[config.mk]
export PLATFORM = sky130hd
export DESIGN_NAME = mrd_bank_sched
export DESIGN_NICKNAME = d
export VERILOG_FILES = /design/src/rtl/mrd_sched_pkg.sv /design/src/rtl/mrd_bank_fsm.sv /design/src/rtl/mrd_bank_sched.sv
export SDC_FILE = /design/constraint.sdc
export NUM_CORES = 1
export LEC_CHECK = 0
export ABC_CLOCK_PERIOD_IN_PS = 1700
export CAP_MARGIN = 15
export CORE_MARGIN = 5
export CORE_UTILIZATION = 40
export CTS_BUF_LIST = sky130_fd_sc_hd__clkbuf_2 sky130_fd_sc_hd__clkbuf_4 sky130_fd_sc_hd__clkbuf_8
export DETAILED_ROUTE_END_ITERATION = 8
export HOLD_SLACK_MARGIN = 0.03
export PLACE_DENSITY = 0.79
export SETUP_SLACK_MARGIN = 0.02
export SYNTH_ARGS = -nofsm -noshare
export SYNTH_HDL_FRONTEND = slang
export SYNTH_SLANG_ARGS = --single-unit
[constraint.sdc]
create_clock -name clk -period 1.7 [get_ports clk]
set_input_delay 0.34 -clock clk [delete_from_list [all_inputs] [get_ports clk]]
set_output_delay 0.34 -clock clk [all_outputs]
set_load 0.01 [all_outputs]
[src/rtl/mrd_sched_pkg.sv]
// rtl/mrd_sched_pkg.sv - bank state encoding and pointer helper for the bank scheduler
package mrd_sched_pkg;

  typedef enum logic [2:0] {
    BANK_IDLE     = 3'd0,
    BANK_SINK     = 3'd1,
    BANK_CALC     = 3'd2,
    BANK_WAIT_SRC = 3'd3,
    BANK_SRC      = 3'd4
  } bank_state_e;

  // Compare-and-clear wrap so bank counts that are not a power of two behave.
  function automatic int unsigned next_bank(input int unsigned sel, input int unsigned n);
    return (sel + 1 >= n) ? 0 : sel + 1;
  endfunction

endpackage

[src/rtl/mrd_bank_fsm.sv]
// rtl/mrd_bank_fsm.sv - one memory bank's lifecycle FSM, point-count latch and protocol checks
module mrd_bank_fsm
  import mrd_sched_pkg::*;
#(
  parameter int PTS_W = 12
) (
  input  logic             clk,
  input  logic             rst_n,
  input  logic             is_sel_in,
  input  logic             is_sel_out,
  input  logic             sink_sop,
  input  logic             sink_eop,
  input  logic [PTS_W-1:0] sink_dftpts,
  input  logic             calc_done,
  input  logic             source_start,
  input  logic             source_end,
  output logic [2:0]       state,
  output logic [PTS_W-1:0] dftpts,
  output logic             calc_start,
  output logic             sink_done,
  output logic             src_done,
  output logic             err
);

  bank_state_e state_q, state_d;
  logic sop_ok, eop_ok, done_ok, start_ok, end_ok;

  assign sop_ok   = sink_sop && is_sel_in && (state_q == BANK_IDLE);
  // A same-cycle sop+eop is a one-sample packet, so eop is legal alongside an accepted sop.
  assign eop_ok   = sink_eop && ((state_q == BANK_SINK) || sop_ok);
  assign done_ok  = calc_done && (state_q == BANK_CALC);
  assign start_ok = source_start && is_sel_out && (state_q == BANK_WAIT_SRC);
  assign end_ok   = source_end && (state_q == BANK_SRC);

  always_comb begin
    state_d = state_q;
    case (state_q)
      BANK_IDLE:     if (sop_ok)   state_d = eop_ok ? BANK_CALC : BANK_SINK;
      BANK_SINK:     if (eop_ok)   state_d = BANK_CALC;
      BANK_CALC:     if (done_ok)  state_d = BANK_WAIT_SRC;
      BANK_WAIT_SRC: if (start_ok) state_d = BANK_SRC;
      BANK_SRC:      if (end_ok)   state_d = BANK_IDLE;
      default:                     state_d = BANK_IDLE;
    endcase
  end

  always_ff @(posedge clk) begin
    if (!rst_n) begin
      state_q    <= BANK_IDLE;
      dftpts     <= '0;
      calc_start <= 1'b0;
    end else begin
      state_q    <= state_d;
      calc_start <= eop_ok;
      if (sop_ok) dftpts <= sink_dftpts;
    end
  end

  assign state     = state_q;
  assign sink_done = eop_ok;
  assign src_done  = end_ok;
  assign err       = (sink_sop && !sop_ok) || (sink_eop && !eop_ok) || (calc_done && !done_ok)
                  || (source_start && !start_ok) || (source_end && !end_ok);

endmodule

[src/rtl/mrd_bank_sched.sv]
// rtl/mrd_bank_sched.sv - round-robin scheduler for NUM_BANKS mixed-radix DFT memory banks
module mrd_bank_sched
  import mrd_sched_pkg::*;
#(
  parameter int NUM_BANKS = 2,
  parameter int PTS_W     = 12,
  parameter int SEL_W     = $clog2(NUM_BANKS)
) (
  input  logic                       clk,
  input  logic                       rst_n,
  input  logic [NUM_BANKS-1:0]       sink_sop_i,
  input  logic [NUM_BANKS-1:0]       sink_eop_i,
  input  logic [NUM_BANKS*PTS_W-1:0] sink_dftpts_i,
  input  logic [NUM_BANKS-1:0]       calc_done_i,
  input  logic [NUM_BANKS-1:0]       source_start_i,
  input  logic [NUM_BANKS-1:0]       source_end_i,
  output logic [SEL_W-1:0]           sel_in_o,
  output logic [SEL_W-1:0]           sel_out_o,
  output logic                       in_ready_o,
  output logic [NUM_BANKS-1:0]       calc_start_o,
  output logic [NUM_BANKS*3-1:0]     bank_state_o,
  output logic [NUM_BANKS*PTS_W-1:0] dftpts_o,
  output logic                       err_o
);

  logic [SEL_W-1:0]     sel_in_q, sel_out_q;
  logic [NUM_BANKS-1:0] sink_done, src_done, bank_err, bank_idle;
  logic                 err_q;

  for (genvar b = 0; b < NUM_BANKS; b++) begin : g_bank
    mrd_bank_fsm #(.PTS_W(PTS_W)) u_fsm (
      .clk          (clk),
      .rst_n        (rst_n),
      .is_sel_in    (sel_in_q == SEL_W'(b)),
      .is_sel_out   (sel_out_q == SEL_W'(b)),
      .sink_sop     (sink_sop_i[b]),
      .sink_eop     (sink_eop_i[b]),
      .sink_dftpts  (sink_dftpts_i[b*PTS_W +: PTS_W]),
      .calc_done    (calc_done_i[b]),
      .source_start (source_start_i[b]),
      .source_end   (source_end_i[b]),
      .state        (bank_state_o[b*3 +: 3]),
      .dftpts       (dftpts_o[b*PTS_W +: PTS_W]),
      .calc_start   (calc_start_o[b]),
      .sink_done    (sink_done[b]),
      .src_done     (src_done[b]),
      .err          (bank_err[b])
    );
    assign bank_idle[b] = (bank_state_o[b*3 +: 3] == BANK_IDLE);
  end

  always_comb begin
    in_ready_o = 1'b0;
    for (int b = 0; b < NUM_BANKS; b++)
      if (sel_in_q == SEL_W'(b)) in_ready_o = bank_idle[b];
  end

  // Only the bank under each pointer can complete its phase, so an OR is enough to advance.
  always_ff @(posedge clk) begin
    if (!rst_n) begin
      sel_in_q  <= '0;
      sel_out_q <= '0;
      err_q     <= 1'b0;
    end else begin
      if (|sink_done) sel_in_q  <= SEL_W'(next_bank(32'(sel_in_q), NUM_BANKS));
      if (|src_done)  sel_out_q <= SEL_W'(next_bank(32'(sel_out_q), NUM_BANKS));
      err_q <= err_q | (|bank_err);
    end
  end

  assign sel_in_o  = sel_in_q;
  assign sel_out_o = sel_out_q;
  assign err_o     = err_q;

endmodule

==> results.md <==
Outcome:
- The run finished with clean final reports.

Placement:
- The detailed-placement wirelength estimate is about 3400 um.
- At the end of routability-driven placement, the weighted congestion stood at 0.869.
- The setup slack after placement is -62.8 ps.
- In this run the tool buffered the top-level ports with 71 buffer cells.

Timing:
- The final period utilization is a little over nine tenths.
- The headroom to the max-slew limit is 75.6%.
- The worst setup slack after layout is between 90 and 100 ps.
- Setup violations remaining at the end of the flow were counted as 0.
- The achievable frequency is 623 MHz.
- The setup clock skew after layout is about 5.6 ps.
- The number of failing hold endpoints at the final stage is 0.
- Subtracting the final worst setup slack from the clock period gives 1610 ps.
- Setup repair after global routing left no endpoint under its margin.
- The total count of max-transition violations in the final report is 0.
- The pin slew with the least headroom to its limit is 366 ps.

Final layout:
- The area of combinational cells with multiple inputs is around 810 um^2.
- The final net count is 320.
- The number of filler cells placed in the layout is 373.
- The number of antenna diodes is 0.
- Of the cells placed in the final design, the portion with a size suffix greater than 1 is between 10% and 20%.
- Summing all flip-flop and latch instances after layout gives 703 um^2.
- The area growth from synthesis to layout is 59.1%.

Clock network:
- TritonCTS built the clock tree.
- After clock tree synthesis, the clock-pin slew on the worst setup and hold paths is 70 ps.
- The clock reaches the later pin of the worst-skew pair after 290 ps.
- For this design, the CTS-stage hold fixing added 0 buffers.
- The number of clock sinks is 35.
- Counting along the longest clock path gives a buffer depth of 2.
- The CTS H-tree depth is 2.
- In this run, CTS created clock tree buffers numbering 5.
- The clock tree root driver cell is sky130_fd_sc_hd__clkbuf_8.

Global routing:
- Entering global routing, the biggest net connects 19 pins.
- The initial antenna violation count is 0.
- The first-pass GRT wire length is 7140 um.
- The overall track demand over capacity in global routing is 17.1%.
- The leftover overflow at the end of global routing is 0.
- The via count of the first global-routing pass is 1592.

Yosys:
- After technology mapping, the gate count stands at a little over 200.
- The biggest area contributor in the post-synthesis netlist is sky130_fd_sc_hd__dfxtp_1.
- The primary flip-flop cell chosen by synthesis mapping is sky130_fd_sc_hd__dfxtp_1.
- Synthesis instantiated 41 different standard cells from the library.
- The number of flops mapped to enable cells by yosys is 0.
- The number of nets handed over by synthesis was 239.
- After synthesis the netlist holds a flip-flop and latch count of 35.
- Sequential elements use 43.0% of the synthesized area.
- In the post-synthesis netlist, the biggest area contributors are sky130_fd_sc_hd__dfxtp_1, sky130_fd_sc_hd__nand2_1, sky130_fd_sc_hd__a21oi_1.
- The Yosys step of the flow raised 0 warnings.
- The summed instance area of the synthesized netlist is 0.00163 mm^2.
- A synthesized cell averages 8.02 um^2.
- After synthesis, the share of flip-flops with an asynchronous set or reset is 0%.
- The proportion of netlist area held by the largest area contributor is 43.0%.

Floorplanning:
- In this run the vertical extent of the chip is between 70 and 80 um.
- The floorplan has 23 rows.
- The core region is 0.00397 mm^2.
- Once the floorplan was initialized, standard cells occupied approximately two fifths of the core.
- Pin placement for this block handled 72 I/O pins.
- The die is 73.8 um wide.
- The floorplan step defined a die boundary enclosing 0.00545 mm^2.

Route:
- The routed design has 4630 um of wire.
- The via count is 1700.
- In this run, the number of DRC markers left after iteration 0 of detailed routing was 97.
- After detailed routing, the number of remaining DRC violations is 0.
- Dividing the detail-routed via count by the number of cells gives between 5 and 6.
- The post-detailed-route wirelength per cell is about 14 um.
- The pre-antenna-repair detailed-routing pass consisted of 4 iterations.
- The number of nets still failing antenna checks after routing is 0.

Critical path:
- For the worst setup path, the data arrival time is around 1300 ps.
- At the worst endpoint, the required time is 1360 ps.
- The number of buffers and inverters on the critical path is 1.
- The sort of element at the start of the critical path is a flop.
- The kind of cell adding the most delay to the critical path is buffers and inverters.
- The maximum cell stage delay along the critical path is 570 ps.
- The highest net fanout along the worst path is 5.
- STA classifies the critical path endpoint as an output port.
- Among all stages on the critical path, the largest delay is contributed by sky130_fd_sc_hd__clkdlybuf4s50_1.
- The critical path goes through clkdlybuf4s50_1.
- The critical path class is flop to output port.

Min path:
- The min-delay analysis places its worst path in the category flop to flop.

Run:
- Across the run, the number of max-cap violations was 0.

Pwr:
- For this design the static power due to leakage is 0.994 nW.
- The total power is 2.98 mW.
- The worst-case IR drop observed on VDD is 0.000698 V.
- In this run the power density over the cells is 1150 mW/mm^2.
layout by cell type, fill, tap and decap left out, drive strengths merged, types with 2 or more instances in the layout:
master	count
a21oi	28
a31oi	3
and2	2
and3b	2
buf	18
bufinv	2
clkbuf	6
clkdlybuf4s50	65
dfxtp	35
dlygate4sd2	5
inv	6
nand2	53
nand3	3
nor2	13
nor2b	3
nor3	5
nor3b	3
nor4	2
o21a	4
o21ai	5
o22ai	2
o32a	2
worst paths after layout:
check | slack [ps] | from | cells after the start | to
max | 90 | g_bank[0].u_fsm.state[2]$_SDFFE_PN0P_ | 1 | bank_state_o[2]
max reg2reg | 230 | sel_in_o$_SDFFE_PN0P_ | 5 | g_bank[1].u_fsm.state[1]$_SDFFE_PN0P_
min | 450 | g_bank[0].u_fsm.dftpts[5]$_SDFFE_PN0P_ | 2 | g_bank[0].u_fsm.dftpts[5]$_SDFFE_PN0P_
min reg2reg | 450 | g_bank[0].u_fsm.dftpts[5]$_SDFFE_PN0P_ | 2 | g_bank[0].u_fsm.dftpts[5]$_SDFFE_PN0P_
cells by family after synthesis:
kind of cell    after synthesis  share of synthesized area [%]
simple gates                 92                           26.4
xor+xnor                      1                          0.538
buf+inv                      21                           7.53
compound gates               54                           22.5
flops                        35                           43.0
layout make-up:
| cell class | count | area share (%) |
|---|---|---|
| Sequential cell | 35 | 27.1 |
| Clock inverter | 2 | 2.32 |
| Clock buffer | 6 | 2.95 |
| Multi-Input combinational cell | 147 | 31.2 |
| Tap cell | 50 | 2.41 |
| Inverter | 6 | 0.869 |
| Timing Repair Buffer | 89 | 33.1 |
power by group:
part	internal (mW)	switching (mW)
Clock	0.602	0.300
Combinational	0.579	0.514
Sequential	0.921	0.0641
Total	2.10	0.878
per-stage QoR:
step / cell area [um^2] / utilization (%) / instances / hold WS [ps] / TNS (ps)
2_1_floorplan: 1630 / - / 203 / 456 / 0
4_1_cts: 2580 / 65.0 / 334 / 455 / 0
3_3_place_gp: 2430 / 61.3 / 325 / 440 / -16.0
6_report: 2590 / 65.2 / 335 / 452 / 0
5_1_grt: 2590 / 65.2 / 335 / 472 / 0
3_5_place_dp: 2430 / 61.3 / 325 / 445 / -115
state kept, by name (all words and copies together) (netlist names):
signal and flops:
err_o 1, sel_out_o 1, g_bank.u_fsm.dftpts 24, g_bank.u_fsm.state 6
sel_in_o 1, g_bank.u_fsm.calc_start 2
per-layer routing:
layer	routed length (um)	track usage [%]
met3	433	6.57
met1	1990	20.6
met4	53	5.63
met5	0	0
met2	2150	27.8
synth_stat cells (3+ instances only):
cell                       number
sky130_fd_sc_hd__nand2_1       52
sky130_fd_sc_hd__dfxtp_1       35
sky130_fd_sc_hd__a21oi_1       28
sky130_fd_sc_hd__nor2_1        13
sky130_fd_sc_hd__inv_1          6
sky130_fd_sc_hd__buf_2          5
sky130_fd_sc_hd__o21ai_0        5
sky130_fd_sc_hd__buf_4          4
sky130_fd_sc_hd__nor3_1         4
sky130_fd_sc_hd__o21a_1         4
sky130_fd_sc_hd__a31oi_1        3
sky130_fd_sc_hd__buf_6          3
sky130_fd_sc_hd__clkbuf_1       3
sky130_fd_sc_hd__nand3_1        3
sky130_fd_sc_hd__nor2b_1        3
sky130_fd_sc_hd__nor3b_1        3
what timing repair did:
| item | 4_1_cts | 5_1_grt |
|---|---|---|
| pin swaps | 1 | 1 |
| setup endpoints to repair | 6 | 3 |
| endpoints found under the hold margin | 0 | 0 |
| gates cloned | 0 | 0 |
| setup buffers | 1 | 1 |
| gates resized for setup | 8 | 2 |
No activity file was read; power rests on OpenSTA's default activity.
